$ cat src/rtl/flash_audio_pkg.sv
// Shared constants for the flash audio path: sample width, default buffer depth,
// the silence word and the unsigned-8-bit conversion helper.
package flash_audio_pkg;

  localparam int unsigned SAMPLE_W      = 16;
  localparam int unsigned DEFAULT_DEPTH = 16;

  localparam logic [SAMPLE_W-1:0] SILENCE      = 16'h0000;
  localparam logic [7:0]          U8_SIGN_FLIP = 8'h80;

  // Unsigned 8-bit PCM to signed 16-bit, left-justified.
  function automatic logic [SAMPLE_W-1:0] u8_to_s16(input logic [7:0] b);
    return {b ^ U8_SIGN_FLIP, 8'h00};
  endfunction

endpackage

$ cat src/rtl/sample_sync_fifo.sv
// Single-clock sample FIFO with registered read data. Full and empty come from
// the occupancy count, so the pointers simply wrap modulo DEPTH.
module sample_sync_fifo #(
  parameter int unsigned DEPTH = 16,
  parameter int unsigned WIDTH = 16
) (
  input  logic                       clk,
  input  logic                       rst_n,
  input  logic                       clr,
  input  logic                       push,
  input  logic [WIDTH-1:0]           wdata,
  input  logic                       pop,
  output logic [WIDTH-1:0]           rdata,
  output logic [$clog2(DEPTH):0]     level,
  output logic                       full,
  output logic                       empty
);

  localparam int unsigned AW = $clog2(DEPTH);
  localparam int unsigned LW = AW + 1;

  logic [WIDTH-1:0] mem [DEPTH];
  logic [AW-1:0]    wptr_q, rptr_q;
  logic [LW-1:0]    level_q;
  logic [WIDTH-1:0] rdata_q;
  logic             do_push, do_pop;

  assign full  = (level_q == LW'(DEPTH));
  assign empty = (level_q == '0);

  // A pop in the same cycle frees the slot, so a push into a full FIFO is accepted.
  assign do_pop  = pop && !empty;
  assign do_push = push && (!full || do_pop);

  always_ff @(posedge clk or negedge rst_n) begin
    if (!rst_n) begin
      wptr_q  <= '0;
      rptr_q  <= '0;
      level_q <= '0;
      rdata_q <= '0;
    end else if (clr) begin
      wptr_q  <= '0;
      rptr_q  <= '0;
      level_q <= '0;
    end else begin
      if (do_push) wptr_q <= wptr_q + AW'(1);
      if (do_pop) begin
        rptr_q  <= rptr_q + AW'(1);
        rdata_q <= mem[rptr_q];
      end
      if (do_push && !do_pop) begin
        level_q <= level_q + LW'(1);
      end else if (do_pop && !do_push) begin
        level_q <= level_q - LW'(1);
      end
    end
  end

  always_ff @(posedge clk) begin
    if (do_push && !clr) mem[wptr_q] <= wdata;
  end

  assign rdata = rdata_q;
  assign level = level_q;

endmodule

$ cat src/rtl/flash_sample_fifo.sv
// Packs the SPI reader's byte stream into PCM samples and buffers them for I2S.
// Define FLASH_U8_AUDIO_EN to treat each byte as one unsigned 8-bit sample.
module flash_sample_fifo #(
  parameter int unsigned DEPTH    = flash_audio_pkg::DEFAULT_DEPTH,
  parameter int unsigned SAMPLE_W = flash_audio_pkg::SAMPLE_W
) (
  input  logic                     clk,
  input  logic                     rst_n,
  input  logic [7:0]               byte_in,
  input  logic                     byte_valid,
  output logic                     pausa,
  input  logic                     flush,
  input  logic                     sample_req,
  output logic [SAMPLE_W-1:0]      sample_out,
  output logic                     sample_valid,
  output logic [$clog2(DEPTH):0]   level,
  output logic                     overflow,
  output logic                     underrun
);

  import flash_audio_pkg::*;

  localparam int unsigned LW = $clog2(DEPTH) + 1;

  logic                push, pop;
  logic [SAMPLE_W-1:0] push_data;
  logic [SAMPLE_W-1:0] fifo_rdata;
  logic [LW-1:0]       fifo_level;
  logic                fifo_full, fifo_empty;
  logic                silence_q, valid_q, overflow_q, underrun_q;

`ifdef FLASH_U8_AUDIO_EN
  assign push      = byte_valid && !flush;
  assign push_data = u8_to_s16(byte_in);
`else
  logic       phase_q;
  logic [7:0] low_q;

  assign push      = byte_valid && !flush && phase_q;
  assign push_data = {byte_in, low_q};

  always_ff @(posedge clk or negedge rst_n) begin
    if (!rst_n) begin
      phase_q <= 1'b0;
      low_q   <= 8'h00;
    end else if (flush) begin
      phase_q <= 1'b0;
    end else if (byte_valid) begin
      phase_q <= ~phase_q;
      if (!phase_q) low_q <= byte_in;
    end
  end
`endif

  assign pop = sample_req && !flush;

  sample_sync_fifo #(
    .DEPTH (DEPTH),
    .WIDTH (SAMPLE_W)
  ) u_fifo (
    .clk   (clk),
    .rst_n (rst_n),
    .clr   (flush),
    .push  (push),
    .wdata (push_data),
    .pop   (pop),
    .rdata (fifo_rdata),
    .level (fifo_level),
    .full  (fifo_full),
    .empty (fifo_empty)
  );

  always_ff @(posedge clk or negedge rst_n) begin
    if (!rst_n) begin
      valid_q    <= 1'b0;
      silence_q  <= 1'b0;
      overflow_q <= 1'b0;
      underrun_q <= 1'b0;
    end else begin
      valid_q <= pop;
      // An empty pop leaves the FIFO's read register alone; mask it to silence instead.
      if (pop) silence_q <= fifo_empty;
      if (flush) begin
        overflow_q <= 1'b0;
        underrun_q <= 1'b0;
      end else begin
        if (push && fifo_full && !pop) overflow_q <= 1'b1;
        if (pop && fifo_empty)         underrun_q <= 1'b1;
      end
    end
  end

  assign sample_out   = silence_q ? SILENCE : fifo_rdata;
  assign sample_valid = valid_q;
  assign level        = fifo_level;
  assign overflow     = overflow_q;
  assign underrun     = underrun_q;
  assign pausa        = (fifo_level >= LW'(DEPTH - 1));

endmodule
$ cat config.mk
export PLATFORM = sky130hd
export DESIGN_NAME = flash_sample_fifo
export DESIGN_NICKNAME = d
export VERILOG_FILES = /design/src/rtl/flash_audio_pkg.sv /design/src/rtl/sample_sync_fifo.sv /design/src/rtl/flash_sample_fifo.sv
export SDC_FILE = /design/constraint.sdc
export NUM_CORES = 1
export LEC_CHECK = 0
export ABC_AREA = 1
export CAP_MARGIN = 0
export CORE_MARGIN = 1.5
export CORE_UTILIZATION = 30
export CTS_CLUSTER_DIAMETER = 80
export CTS_CLUSTER_SIZE = 16
export DETAILED_ROUTE_END_ITERATION = 7
export PLACE_DENSITY_LB_ADDON = 0.15
export SLEW_MARGIN = 0
export SYNTH_ARGS = -nofsm -noshare
export SYNTH_HDL_FRONTEND = slang
export SYNTH_HIERARCHICAL = 1
export SYNTH_SLANG_ARGS = --single-unit
$ cat constraint.sdc
create_clock -name clk -period 2.64 [get_ports clk]
set_input_delay 0.66 -clock clk [delete_from_list [all_inputs] [get_ports clk]]
set_output_delay 0.66 -clock clk [all_outputs]
set_load 0.02 [all_outputs]
# --- After elaboration in Yosys (flattened, before gate mapping) ---
# Memories as Yosys holds them, arrays and structs flattened. A register that Yosys moved wholly into a read port is not among the register bits.
# Cells that the tools add are included.
word_totals:
  register_bits: 26
  latch_bits: 0
  ramBits: 256
  romBits: 0
  in_bits: 13
  wordCells: 62
  n_memories: 1
op_classes:
  add_sub_neg: 4
  n_mul: 0
  n_div: 0
  n_lt_le_gt_ge: 1
  n_eq_ne: 1
  n_shift: 0
  n_mux: 16
  bitwise: 2
  reduce_logical: 28
mem_list:
  columns: ["name", "words", "width", "read_ports", "rd_ports_with_merged_regs", "wr", "line", "text"]
  rows:
  - ["u_fifo.mem", 16, 16, 1, 1, 1, "sample_sync_fifo.sv:22", "logic [WIDTH-1:0] mem [DEPTH];"]
op_table:
  columns: ["operator", "n"]
  rows:
  - ["$mux 16", 1]
  - ["$mux 4", 4]
  - ["$mux 5", 3]
  - ["$logic_and 1x1->1", 11]
  - ["$reduce_bool 2->1", 5]
  - ["$add 4x1->4 const B", 2]
  - ["$mux 1", 8]
  - ["$logic_not 1->1", 7]
  - ["$add 5x1->5 const B", 1]
  - ["$eq 5x5->1 const B", 1]
  - ["$ge 5x4->1 const B", 1]
  - ["$logic_not 5->1", 1]
  - ["$sub 5x1->5 const B", 1]
  - ["$reduce_and 3->1", 1]
  - ["$reduce_bool 3->1", 1]
  - ["$not 1->1", 2]
  - ["$reduce_and 2->1", 1]
  - ["$logic_or 1x1->1", 1]

# --- Depth between registers and ports, before layout ---
logic_depth:
  word_depth: 10
  mapped_depth: 14
  depth_no_buf: 14

# --- Modules after synthesis ---
# Netlist, hierarchy kept.
modules_own_cells:
  columns: ["mod", "n_inst", "cells_each", "area_each_um2", "seq_area_each_um2"]
  rows:
  - ["sample_sync_fifo", 1, 1200, 12316.8, 8413.1]
  - ["flash_sample_fifo", 1, 93, 708.2, 325.3]

# --- Worst setup path after synthesis ---
# Ideal clock, no wire load.
synth_path:
  kind: "input to register"
  startpoint: "in sample_req"
  endpoint: "mem u_fifo.mem[1][0], enable pin"
  t_arrival_ps: 2629
  t_required_ps: 2231
  path_slack_ps: -399
  stages: 6
  n_path_buf: 0
  cell_sequence: "inv_1 -> nor2_1 -> nor2_1 -> nor2_2 -> nand2_1 -> nor3_1"
synth_between:
  elab_chain_cells: 7
synth_rtl:
  columns: ["element", "line", "text"]
  rows:
  - ["from (decl)", "flash_sample_fifo.sv:13", "input logic sample_req,"]
  - ["$logic_and 1x1->1", "flash_sample_fifo.sv:55", "assign pop = sample_req && !flush;"]
  - ["named net pop", "flash_sample_fifo.sv:25", "logic push, pop;"]
  - ["$logic_and 1x1->1", "sample_sync_fifo.sv:32", "assign do_pop = pop && !empty;"]
  - ["$logic_or 1x1->1", "sample_sync_fifo.sv:33", "assign do_push = push && (!full || do_pop);"]
  - ["$logic_and 1x1->1", "sample_sync_fifo.sv:33", null]
  - ["$logic_and 1x1->1", "sample_sync_fifo.sv:60", "if (do_push && !clr) mem[wptr_q] <= wdata;"]
  - ["$mux 1", "sample_sync_fifo.sv:60", null]
  - ["$mux 1 (not written as such)", "sample_sync_fifo.sv:60", null]
  - ["to (decl)", "sample_sync_fifo.sv:22", null]
# The timed path passes the listed nets, and every way through them passes these cells.

# --- Final worst setup path ---
layout_path:
  startpoint: "reg u_fifo.level_q[0] (netlist: u_fifo/level[0])"
  endpoint: "out pausa"
layout_between:
  elab_chain_cells: 1
layout_rtl:
  columns: ["element", "line", "text"]
  rows:
  - ["from (decl)", "sample_sync_fifo.sv:24", "logic [LW-1:0] level_q;"]
  - ["from (signal assigned)", "sample_sync_fifo.sv:52", "level_q <= level_q + LW'(1);"]
  - ["from (signal assigned)", "sample_sync_fifo.sv:54", "level_q <= level_q - LW'(1);"]
  - ["$ge 5x4->1", "flash_sample_fifo.sv:98", "assign pausa = (fifo_level >= LW'(DEPTH - 1));"]
  - ["to (decl)", "flash_sample_fifo.sv:11", "output logic pausa,"]
# No other way between the ends.

==> flow_summary.yaml <==
run_status:
  status: "completed"
logic_synthesis:
  syn_area_per_cell_um2: 10.07
  synth-seq-cells: 298
  synth_nets: 1316
  synth_cell_type_count: 28
  ys_top_cells_by_area: "edfxtp_1 (59%), nand2_1 (14%), dfrtp_1 (8.1%)"
  synth_top_area_share_pct: 59.02
  synth_top_family_by_area: "simple AND/OR/NAND/NOR gates"
  synth_fa_ha_area_share_pct: 1.018
  synth_area_um2: 13020
  synth_compound_area_share_pct: 1.085
  synth_xor_xnor_area_share_pct: 0.2017
  muxShareOfSynthArea_pct: 0
  yosys.area_share.simple_pct: 23.26
  synthCells: 1293
  yosysWarnings: 6
  yosysSeqAreaShare_pct: 67.09
  yosys.area.top_type: "edfxtp_1"
power:
  p_total_mw: 11.65
  p_leak_nw: 6.392
  ir_drop_mv: 0.5105
  p_per_area_nw_per_um2: 766.0
timing:
  worst_pin_slew_ps: 984.6
  setup_viol_count_final: 0
  fin_skew_ps: 16.20
  fin_crit_ps: 2541
  relSlewSlack_pct: 33.95
  rsz0062_at_grt: "false"
  max_freq_mhz: 393.5
  maxSlewViolCount: 0
  hold_ws_ps: 485.1
  hold_viol_final: 0
  period_share_pct: 96.26
final_layout:
  mostFrequentLayoutCells: "nand2_1 (489), edfxtp_1 (256), nand3_1 (178)"
  final_common_cell: "nand2_1"
  area_delta_synth_final_pct: 16.81
  post_route_cells_drive_above_1_share_pct: 9.985
  diodes: 0
  fill_cells: 4437
  nets: 1388
clock_tree:
  cts_setup_buffers: 0
  cts_buffers: 22
  clk_latency_ps: 530
  clockBufferDepth: 3
  cts.clk_slew.worst_paths_ps: 80
  cts_root_buffer: "clkbuf_16"
  cts_tree: "done"
  cts.sinks: 298
  htreeDepth: 1
setup_path:
  cp.required_ps: 1980
  rrSetupSlack_ps: 450
  worst_r2r_endpoint: "u_fifo/level[4]$_DFFE_PN0P_"
  start_kind: "flop"
  regToRegStartpoint: "u_fifo/level[2]$_DFFE_PN0P_"
  rr_worst_depth: 13
  max_stage_delay_ps: 590
  cp_data_arrival_time_ps: 1880
  worstPathCellList: "nand4_1 > nand2_1 > clkdlybuf4s50_1"
  crit_end: "pausa"
  crit_type: "reg -> out"
  crit_slowest_cell: "clkdlybuf4s50_1"
  cp-startpoint: "u_fifo/level[0]$_DFFE_PN0P_"
  endpoint_kind: "output port"
  crit_fanout: 7
global_route:
  track_usage_pct: 16.18
  overflow: 0
  antenna_found_initial: 0
  grt_pass1_vias: 8849
  grt_pass1_wl_mm: 53.57
  grt_max_degree: 131
routing:
  vias: 8758
  top_layer: "met4"
  vias_per_cell: 4.475
  drt-initial-drc-count: 600
  dr_wl_met3_um: 985
  wl_mm: 35.22
  postRouteAntennaNets: 0
  wl_per_cell_um: 18.00
  drt_first_pass_iters: 5
  met2_length_mm: 17.76
  remaining_drc_errors: 0
  drt-met1-wl_mm: 15.44
place:
  numPortBuffers: 37
  finalWeightedCongestion: 0.8664
  hpwl_mm: 23.14
floorplan:
  boundaryPins: 38
  start_util_pct: 30.30
  die_x_um: 211.4
  row_count: 76
  die_area_um2: 44680
  design.core.area_um2: 42980
  die_h_um: 211.4
min_path:
  hold_class: "reg -> reg"
flow_run:
  max_cap_viol_count: 0
[flip-flops by register name, indices dropped and copies added (netlist names)]
| name | flops |
|---|---|
| sample_valid | 1 |
| phase_q | 1 |
| low_q | 8 |
| u_fifo/level | 5 |
| silence_q | 1 |
| overflow | 1 |
| u_fifo/mem | 256 |
| underrun | 1 |
| u_fifo/rdata | 16 |
| u_fifo/rptr_q | 4 |
| u_fifo/wptr_q | 4 |
[where the power goes]
part	switching [mW]	internal [mW]
clock network	1.61	1.56
logic	1.83	0.965
registers	0.318	5.38
total	3.75	7.90
[synthesized netlist by cell type]
| cell | number |
|---|---|
| nor2_2 | 2 |
| xor2_1 | 3 |
| nand3_4 | 1 |
| o21ai_2 | 8 |
| edfxtp_1 | 256 |
| nand2_4 | 1 |
| dfrtp_1 | 42 |
| buf_1 | 5 |
| a21oi_4 | 1 |
| buf_8 | 1 |
| clkinv_1 | 2 |
| nor3_1 | 13 |
| inv_1 | 173 |
| clkbuf_1 | 11 |
| inv_2 | 4 |
| nand2_2 | 1 |
| buf_4 | 2 |
| o21ai_0 | 9 |
| fa_1 | 1 |
| nand3_1 | 178 |
| a21oi_1 | 2 |
| nor2_1 | 34 |
| nand4_1 | 2 |
| nand2_1 | 489 |
| ha_1 | 9 |
| nand3_2 | 3 |
| nand3b_4 | 1 |
| buf_2 | 39 |
[worst max-delay path: cells and delay by family, from the launching register on]
| family | cells | cell delay (ps) |
|---|---|---|
| buffers and inverters | 1 | 590 |
| DFF | 1 | 540 |
| and+or+nand+nor | 2 | 220 |
[cell type report]
| type | count | area (um^2) | area share (%) |
|---|---|---|---|
| Sequential cell | 298 | 8745 | 57.48 |
| Multi-Input combinational cell | 758 | 3406 | 22.38 |
| Timing Repair Buffer | 106 | 1049 | 6.891 |
| Tap cell | 585 | 732.0 | 4.811 |
| Inverter | 179 | 674.4 | 4.433 |
| Clock buffer | 29 | 588.1 | 3.865 |
| Clock inverter | 2 | 21.27 | 0.1398 |
[metrics by stage]
stage	std cells	worst slack [ps]	utilization [%]	area, um^2	TNS, ps
after floorplan	1293	-398.6	-	13030	-69190
after global placement	1925	-173.7	33.95	14590	-13190
after detailed placement	1925	-178.1	33.95	14590	-16690
after CTS	1957	39.57	35.40	15210	0
after global routing	1957	11.05	35.40	15210	0
final	1957	98.66	35.40	15210	0
[routing by layer]
metal / up-vias / global-route usage (%)
met5: - / 0
met4: 0 / 5.197
met3: 46 / 1.691
met2: 143 / 28.39
met1: 4265 / 20.91
li1: 4304 / -
[how the worst min path moves through the flow]
stage / from / cells past startpoint / end / slack (ps)
2_1_floorplan: rst_n / 0 / low_q[0]$_DFFE_PN0P_ / 360
3_3_place_gp: u_fifo/rdata[4]$_DFFE_PN0P_ / 2 / u_fifo/rdata[4]$_DFFE_PN0P_ / 470
3_5_place_dp: u_fifo/rdata[13]$_DFFE_PN0P_ / 2 / u_fifo/rdata[13]$_DFFE_PN0P_ / 470
4_1_cts: u_fifo/rdata[13]$_DFFE_PN0P_ / 2 / u_fifo/rdata[13]$_DFFE_PN0P_ / 490
5_1_grt: u_fifo/rdata[13]$_DFFE_PN0P_ / 2 / u_fifo/rdata[13]$_DFFE_PN0P_ / 510
6_report: u_fifo/rdata[13]$_DFFE_PN0P_ / 2 / u_fifo/rdata[13]$_DFFE_PN0P_ / 490
[repair_timing]
| action | CTS | global route |
|---|---|---|
| setup endpoints to repair | 0 | 15 |
| gates resized for setup | 0 | 1 |
| endpoints found under the hold margin | 10 | 0 |
| hold buffers | 1 | 0 |
[kinds of logic (layout without fill, tap and decap cells)]
kind of cell	Yosys count	after routing
fa+ha+maj	10	10
simple gates	725	725
compound gates	20	20
xor+xnor	3	3
flops	298	298
buf+inv	237	316
Note: power is estimated with default switching activity, not from simulation.
